--- src/rtl/pipe_stage_elastic_pkg.sv ---
// Shared types for the elastic pipeline stage: storage state encoding and small scalar aliases.
package pipe_stage_elastic_pkg;

  typedef enum logic [1:0] {
    ST_EMPTY = 2'd0,
    ST_BUSY  = 2'd1,
    ST_FULL  = 2'd2
  } stage_state_e;

  typedef logic u1_t;

endpackage

--- src/rtl/pipe_stage_elastic_if.sv ---
// Valid/ready beat channel. A beat moves on a rising clk edge iff valid && ready; the master
// holds valid and data stable until it moves, and ready may depend on valid but never the reverse.
interface pipe_stage_elastic_if #(
    parameter int WIDTH = 64
);
    logic             valid;
    logic             ready;
    logic [WIDTH-1:0] data;

    modport master (output valid, output data, input ready);
    modport slave  (input valid, input data, output ready);
endinterface

--- src/rtl/pipe_stage_elastic_sat_counter.sv ---
// Saturating up-counter used for the stage's bubble and back-pressure perf counters.
module sat_counter #(
    parameter int W = 32
) (
    input  logic         clk,
    input  logic         clear,
    input  logic         inc,
    output logic [W-1:0] count
);
    always_ff @(posedge clk) begin
        if (clear) begin
            count <= '0;
        end else if (inc && (count != {W{1'b1}})) begin
            count <= count + 1'b1;
        end
    end
endmodule

--- src/rtl/pipe_stage_elastic.sv ---
// Elastic pipeline-stage register: one main entry driving the output plus an optional skid entry
// that lets in_ready come straight from state, breaking the combinational stall path.
module pipe_stage_elastic
  import pipe_stage_elastic_pkg::*;
#(
    parameter int WIDTH = 64,
    parameter int SKID  = 1,
    parameter int CNT_W = 32
) (
    input  logic                  clk,
    input  logic                  reset,
    input  logic                  flush,
    pipe_stage_elastic_if.slave   in_if,
    pipe_stage_elastic_if.master  out_if,
    output logic [1:0]            occupancy,
    output logic [CNT_W-1:0]      bubble_cnt,
    output logic [CNT_W-1:0]      stall_cnt,
    output stage_state_e          state_dbg
);
    stage_state_e     state_q, state_d;
    logic [WIDTH-1:0] main_q, main_d, skid_q, skid_d;
    u1_t              main_v, skid_v, in_ready_int, accept, deliver;
    u1_t              bubble_inc, stall_inc;

    assign main_v  = (state_q != ST_EMPTY);
    assign skid_v  = (state_q == ST_FULL);

    generate
        if (SKID != 0) begin : g_skid
            assign in_ready_int = !skid_v;
        end else begin : g_noskid
            assign in_ready_int = !main_v || out_if.ready;
        end
    endgenerate

    assign accept  = in_if.valid && in_ready_int;
    assign deliver = main_v && out_if.ready;

    always_comb begin
        state_d = state_q;
        main_d  = main_q;
        skid_d  = skid_q;
        case (state_q)
            ST_EMPTY: begin
                if (accept) begin
                    state_d = ST_BUSY;
                    main_d  = in_if.data;
                end
            end
            ST_BUSY: begin
                if (deliver && accept) begin
                    main_d = in_if.data;
                end else if (deliver) begin
                    state_d = ST_EMPTY;
                    main_d  = '0;
                end else if (accept && (SKID != 0)) begin
                    state_d = ST_FULL;
                    skid_d  = in_if.data;
                end
            end
            ST_FULL: begin
                if (deliver) begin
                    state_d = ST_BUSY;
                    main_d  = skid_q;
                    skid_d  = '0;
                end
            end
            default: begin
                state_d = ST_EMPTY;
                main_d  = '0;
                skid_d  = '0;
            end
        endcase
        // Flush wins over any deliver/accept this cycle; an offered beat is silently dropped.
        if (flush) begin
            state_d = ST_EMPTY;
            main_d  = '0;
            skid_d  = '0;
        end
    end

    always_ff @(posedge clk) begin
        if (reset) begin
            state_q <= ST_EMPTY;
            main_q  <= '0;
            skid_q  <= '0;
        end else begin
            state_q <= state_d;
            main_q  <= main_d;
            skid_q  <= skid_d;
        end
    end

    assign in_if.ready  = in_ready_int;
    assign out_if.valid = main_v;
    assign out_if.data  = main_v ? main_q : '0;
    assign occupancy    = {1'b0, main_v} + {1'b0, skid_v};
    assign state_dbg    = state_q;

    assign bubble_inc = !main_v;
    assign stall_inc  = main_v && !out_if.ready;

    sat_counter #(.W(CNT_W)) u_bubble_cnt (
        .clk   (clk),
        .clear (reset),
        .inc   (bubble_inc),
        .count (bubble_cnt)
    );

    sat_counter #(.W(CNT_W)) u_stall_cnt (
        .clk   (clk),
        .clear (reset),
        .inc   (stall_inc),
        .count (stall_cnt)
    );
endmodule

--- src/flat_wrapper.sv ---
// flat-port wrapper written by rule: the top's interface ports become plain ports
module pipe_stage_elastic_flat import pipe_stage_elastic_pkg::*;
#(
    parameter int WIDTH = 64,
    parameter int SKID  = 1,
    parameter int CNT_W = 32
)
  (clk, reset, flush, occupancy, bubble_cnt, stall_cnt, state_dbg, in_if_valid, in_if_data, in_if_ready, out_if_valid, out_if_data, out_if_ready);
  pipe_stage_elastic_if #(.WIDTH(WIDTH)) in_if_i ();
  pipe_stage_elastic_if #(.WIDTH(WIDTH)) out_if_i ();
  input  logic clk;
  input  logic reset;
  input  logic flush;
  output logic [1:0] occupancy;
  output logic [CNT_W-1:0] bubble_cnt;
  output logic [CNT_W-1:0] stall_cnt;
  output stage_state_e state_dbg;
  input wire logic [$bits(in_if_i.valid)-1:0] in_if_valid;
  input wire logic [$bits(in_if_i.data)-1:0] in_if_data;
  output wire logic [$bits(in_if_i.ready)-1:0] in_if_ready;
  output wire logic [$bits(out_if_i.valid)-1:0] out_if_valid;
  output wire logic [$bits(out_if_i.data)-1:0] out_if_data;
  input wire logic [$bits(out_if_i.ready)-1:0] out_if_ready;
  assign in_if_i.valid = in_if_valid;
  assign in_if_i.data = in_if_data;
  assign in_if_ready = in_if_i.ready;
  assign out_if_valid = out_if_i.valid;
  assign out_if_data = out_if_i.data;
  assign out_if_i.ready = out_if_ready;
  pipe_stage_elastic #(.WIDTH(WIDTH), .SKID(SKID), .CNT_W(CNT_W)) u_core (.clk(clk), .reset(reset), .flush(flush), .in_if(in_if_i), .out_if(out_if_i), .occupancy(occupancy), .bubble_cnt(bubble_cnt), .stall_cnt(stall_cnt), .state_dbg(state_dbg));
endmodule
--- config.mk ---
export PLATFORM = sky130hd
export DESIGN_NAME = pipe_stage_elastic_flat
export DESIGN_NICKNAME = d
export VERILOG_FILES = /design/src/rtl/pipe_stage_elastic_pkg.sv /design/src/rtl/pipe_stage_elastic_if.sv /design/src/rtl/pipe_stage_elastic_sat_counter.sv /design/src/rtl/pipe_stage_elastic.sv /design/src/flat_wrapper.sv
export SDC_FILE = /design/constraint.sdc
export NUM_CORES = 1
export LEC_CHECK = 0
export ABC_AREA = 0
export CAP_MARGIN = 0
export CORE_MARGIN = 4
export CORE_UTILIZATION = 25
export CTS_BUF_LIST = sky130_fd_sc_hd__clkbuf_8
export CTS_CLUSTER_SIZE = 16
export DETAILED_ROUTE_END_ITERATION = 16
export REMOVE_ABC_BUFFERS = 1
export SYNTH_ARGS = -nofsm -noshare
export SYNTH_HDL_FRONTEND = slang
export SYNTH_HIERARCHICAL = 1
export SYNTH_SLANG_ARGS = --single-unit
--- constraint.sdc ---
create_clock -name clk -period 3.7 [get_ports clk]
set_input_delay 1.11 -clock clk [delete_from_list [all_inputs] [get_ports clk]]
set_output_delay 1.11 -clock clk [all_outputs]
set_load 0.1 [all_outputs]
==> impl_results.md, run 1 <==
- Antenna violations before repair: 0
- Post-cts sizing count: 0
- Yosys warns: 6
- Crit path arrival time: 2.26 ns
- Period minus WS final: 3.37 ns
- Worst stage delay on the critical path: 0.61 ns
- CTS Hold Bufs: 0
- Fin cells: 1,637
- Crit path launch type: flip-flop
- Reg clk slew, reported paths: 0.10 ns
- Final Hold Vio Count: 0
- Initial DRC count: 384
- Gpl congestion: 0.815
- Setup Crit Path Kind: reg2out
- CORE AREA: 35,900 um2
- Mux share of post-synthesis cell area: 7.67%
- # IOs: 203
- Worst min path class: reg2reg
- Slew @ Worst Pin: 0.739 ns
- Drt first pass iters: 5
- Cell chain of the critical path: or2_2 -> buf_4 -> ha_1 -> inv_1 -> buf_12
- Root Buffer: clkbuf_8
- Worst Setup Slack, final: 0.327 ns
- Status: finished, final reports clean
- Post-synth top flop: dfxtp_1
- Tot Pwr: 4.06 mW
- Fraction of the mapped netlist area in simple logic gates: 24.7%
- Seq/Total Area, Yosys: 42.2%
- Residual DRC count: 0
- Critical path peak fanout: 35
- Yosys cell types: 53
- Synth Area in Adders: 0.408%
- Peak supply drop: 197 uV
- H-tree depth: 4
- Endpoint class of the critical path: primary output
- GRT Total Usage: 13.7%
- CTS max path bufs: 2
- Rows: 69
- Worst path slowest cell: dfxtp_1
- Cts bufs inserted: 17
- WHS: 0.466 ns
- FFs w/ async S/R, synth: 0%
- Seq cells post-synth: 194
- Antenna cell count: 0
- Largest family of logic cells by synthesized area: simple AND/OR/NAND/NOR gates
- Mapped Avg Cell Area: 9.24 um2
- Max Cap Viol: 0
- First-pass GRT wire length: 44.2 mm
- Crit share post-route: 91.2%
- GR Overflow Total: 0
- Max Clock Skew: 0.0220 ns
- CTS Sinks: 194
- Post-CTS setup buffer count: 0
- Largest net degree at the start of global routing: 131
- DR vias: 8,109
- Final nets: 1,235
- Synthesis-to-finish area growth: 36.6%
- Dpl ws: 0.356 ns
- LEAKAGE: 4.30 nW
- Port-buffer cells: 202
- Worst path required time: 2.59 ns
- Antenna viol nets, final: 0
- CTS tree: built
- Xor-xnor portion of the synthesized cell area: 1.33%
- Vias in the first global route: 7,968
- F_max: 296 MHz
- DRT Wirelength: 27.8 mm
- Die Wd: 200 um
- Compound-cell area share of the yosys netlist: 18.9%
- Vias/cell: 4.95
- Cell Area, Synth: 9200 um2
- Die Y: 200 um
- Die Footprint: 39,900 um2
- Later-pin clock latency in the skew report: 0.48 ns
- RSZ-0062 raised after global routing: false
- EDFF count, synth: 0
- Starting density of the core: 25.6%
- Layout cells sized above 1: 18.6%
- Slew headroom: 50.7%
- Pwr dens: 323 nW/um2
- Synthesized instance count: 996
- Fin. max-slew vios: 0
- # setup viols final: 0
- WL/cell: 17.0 um
- Placed cell count: 1,605
- Detail Placement HPWL: 18.5 mm
## synthesized netlist by cell type, types with 9 or more instances
library cell	instances	area, um2
nor2_1	96	360
and2_1	129	807
o31ai_1	24	180
nand3_1	26	130
xnor2_1	12	105
o2bb2ai_1	65	569
clkbuf_1	41	154
o21ai_0	18	90.1
nand4_1	20	125
nand2_1	20	75.1
inv_1	9	33.8
buf_4	14	105
dfxtp_1	194	3880
buf_2	15	75.1
a21oi_1	44	220
or3_1	20	125
or4_1	24	180
mux2i_1	66	661
a22oi_1	64	480
## registers in the layout, summed over array words and instances (netlist names)
signal	count
u_core/u_bubble_cnt/count	32
u_core/skid_q	64
u_core/state_dbg	2
u_core/u_stall_cnt/count	32
u_core/main_q	64
## placed cells by master (no fill, tap or decap), types with 4 or more instances in the layout
master           instances
buf_4                   86
or4_1                   24
nor4_1                   6
o31ai_1                 24
nor3_1                   4
nor3b_1                  4
nand3_1                 26
and4_1                   8
a21oi_1                 44
nor2b_1                  5
buf_12                  72
inv_1                    9
o21ai_0                 18
nor2_1                  96
and3_1                   6
dfxtp_1                194
xnor2_1                 12
mux2i_1                 66
clkbuf_8                18
nand2_1                 20
and2_1                 128
nor4_2                   4
clkdlybuf4s50_1         67
or3_1                   20
a2111oi_0                4
o2bb2ai_1               65
a22oi_1                 64
nand4_1                 20
inv_8                    5
## worst max-delay path: cells and delay by family, from the launching register on
family / cells / cell delay, ns
DFF: 1 / 0.61
and+or+nand+nor: 1 / 0.23
adders and majority gates: 1 / 0.30
buffers and inverters: 3 / 0.65
## where the power goes
group / total [mW] / switching, mW / internal (mW)
clock: 1.43 / 0.898 / 0.530
combinational: 0.491 / 0.293 / 0.198
sequential: 2.14 / 0.0220 / 2.12
total: 4.06 / 1.21 / 2.85
## layer usage
metal  GRT usage (%)  vias up  wire [um]
li1                -     3975          -
met5               0        -          0
met1            18.6     3923      13200
met3            3.52       12       1440
met2            22.3      199      12900
met4            2.69        0        218
## final cells by class
| type | instances | area (um2) |
|---|---|---|
| Fill cell | 3686 | 23300 |
| Multi-Input combinational cell | 715 | 4900 |
| Sequential cell | 194 | 3880 |
| Timing Repair Buffer | 226 | 2760 |
| Tap cell | 461 | 577 |
| Clock buffer | 18 | 248 |
| Clock inverter | 14 | 156 |
| Inverter | 9 | 33.8 |
## cell families after synthesis
logic type,count (synthesis)
fa+ha+maj,3
compound gates,233
buf+inv,87
mux,70
flops,194
xor+xnor,14
simple gates,395
## through the flow
stage	util [%]	setup TNS (ns)	area (um2)
floorplan	-	-54.79	8790
global placement	33.9	0	12200
detailed placement	33.9	0	12200
CTS	35.0	0	12600
global route	35.0	0	12600
finish	35.0	0	12600
## path summary, 6_finish.rpt
kind                                     startpoint                            to  slack, ns  cells after the start
worst max-delay path            u_core/state_dbg[1]                  occupancy[0]       0.33                      5
worst min-delay path              u_core/main_q[21]             u_core/main_q[21]       0.47                      1
worst max register to register  u_core/state_dbg[1]  u_core/u_stall_cnt/count[27]       0.92                      9
worst min register to register    u_core/main_q[21]             u_core/main_q[21]       0.47                      1
Note: power is estimated with default switching activity, not from simulation.
==> run 2: changes to the inputs <==
--- a/config.mk
+++ b/config.mk
@@ -7,6 +7,7 @@
 export LEC_CHECK = 0
 export ABC_AREA = 0
 export CAP_MARGIN = 0
+export CORE_ASPECT_RATIO = 0.6
 export CORE_MARGIN = 4
 export CORE_UTILIZATION = 25
 export CTS_BUF_LIST = sky130_fd_sc_hd__clkbuf_8
==> run 2 against run 1 <==
Hold slack got worse by 0.0025 ns. Critical path depth unchanged. Largest power group unchanged. Die area rose by 0.25%. Highest routed layer unchanged.
==> impl_results.md, run 2 (synthesized netlist as in run 1, its figures left out) <==
- Starting density of the core: 25.3%
- Rows: 54
- Gpl congestion: 0.799
- CTS Hold Bufs: 0
- CTS tree: built
- Fin. max-slew vios: 0
- WL/cell: 17.5 um
- Antenna cell count: 0
- DR vias: 8,114
- Layout cells sized above 1: 17.9%
- Setup Crit Path Kind: reg2out
- Max Cap Viol: 0
- Port-buffer cells: 202
- Die Wd: 256 um
- Synthesis-to-finish area growth: 35.5%
- R2R Setup Slk: 0.75 ns
- CTS max path bufs: 2
- Die Footprint: 40,000 um2
- Crit path launch type: flip-flop
- GRT Total Usage: 14.0%
- Critical path peak fanout: 62
- Worst hold path stage count: 1
- CORE AREA: 36,300 um2
- Vias/cell: 4.94
- GR Overflow Total: 0
- Antenna violations before repair: 0
- Worst min path class: reg2reg
- Final Hold Vio Count: 0
- RSZ-0062 raised after global routing: false
- Final nets: 1,227
- LEAKAGE: 4.22 nW
- Fin area: 12,500 um2
- CTS Sinks: 194
- Detail Placement HPWL: 18.8 mm
- Pwr dens: 319 nW/um2
- Root Buffer: clkbuf_8
- Vias in the first global route: 7,811
- Slew @ Worst Pin: 1.18 ns
- Placed cell count: 1,612
- H-tree depth: 4
- First-pass GRT wire length: 45.0 mm
- Largest net degree at the start of global routing: 131
- Residual DRC count: 0
- # IOs: 203
- Drt first pass iters: 4
- Tot Pwr: 3.98 mW
- Cts bufs inserted: 17
- Util after Layout: 34.3%
- Post-CTS setup buffer count: 0
- # setup viols final: 0
- Endpoint class of the critical path: primary output
- FF-to-FF path depth: 8
- Crit path arrival time: 2.24 ns
- Most frequent cells in the layout: dfxtp_1 (194), and2_1 (128), nor2_1 (96), buf_4 (79), buf_12 (71)
- Fin cells: 1,641
- Initial DRC count: 547
- Commonest non-fill, non-tap cell in the layout: dfxtp_1
- Peak supply drop: 217 uV
- Antenna viol nets, final: 0
- DP Area: 12,100 um2
- Crit share post-route: 90.4%
- Slew headroom: 21.6%
- Largest regs: u_core/main_q (64), u_core/skid_q (64)
- Worst path required time: 2.59 ns
- Status: finished, final reports clean
- F_max: 299 MHz
- Reg clk slew, reported paths: 0.09 ns
- Fill cells: 3,685
- Post-cts sizing count: 0
- Later-pin clock latency in the skew report: 0.48 ns
- DRT Wirelength: 28.6 mm
- Max Clock Skew: 0.0218 ns
- Die Y: 157 um
- Period minus WS final: 3.35 ns
- WHS: 0.464 ns
run 2: path summary, 6_finish.rpt:
| kind | endpoint | from |
|---|---|---|
| setup / recovery | occupancy[0] | u_core/state_dbg[1] |
| hold / removal | u_core/main_q[25] | u_core/main_q[25] |
| setup reg to reg | u_core/u_bubble_cnt/count[31] | u_core/state_dbg[1] |
| hold reg to reg | u_core/main_q[25] | u_core/main_q[25] |
run 2: worst max-delay path, cell delays in order, from the launching register on:
cell and delay, ns:
dfxtp_1 0.61, or2_2 0.28, buf_12 0.28, ha_1 0.29, inv_1 0.11, buf_12 0.18
run 2: through the flow:
| step | setup WS (ns) | TNS, ns |
|---|---|---|
| 2_1_floorplan | -1.37 | -54.79 |
| 3_3_place_gp | 0.226 | 0 |
| 3_5_place_dp | 0.171 | 0 |
| 4_1_cts | 0.237 | 0 |
| 5_1_grt | 0.159 | 0 |
| 6_report | 0.355 | 0 |
run 2: final cells by class:
class / instances / area, um2 / share of cell area (%)
multi-input combinational: 715 / 4900 / 39.4
sequential: 194 / 3880 / 31.2
timing repair buffer: 218 / 2690 / 21.6
tap: 476 / 596 / 4.78
clock buffer: 18 / 248 / 1.99
clock inverter: 11 / 106 / 0.853
inverter: 9 / 33.8 / 0.271
run 2: metal layers:
| layer | track usage, % | routed length, um | vias up |
|---|---|---|---|
| li1 | - | - | 3956 |
| met1 | 19.0 | 13700 | 3990 |
| met2 | 22.5 | 13400 | 153 |
| met3 | 3.56 | 1180 | 15 |
| met4 | 3.29 | 367 | 0 |
| met5 | 0 | 0 | - |
run 2: where the power goes:
group	internal, mW	total [mW]	switching (mW)
registers	2.12	2.14	0.0215
clock network	0.546	1.35	0.806
logic	0.194	0.487	0.293
total	2.86	3.98	1.12
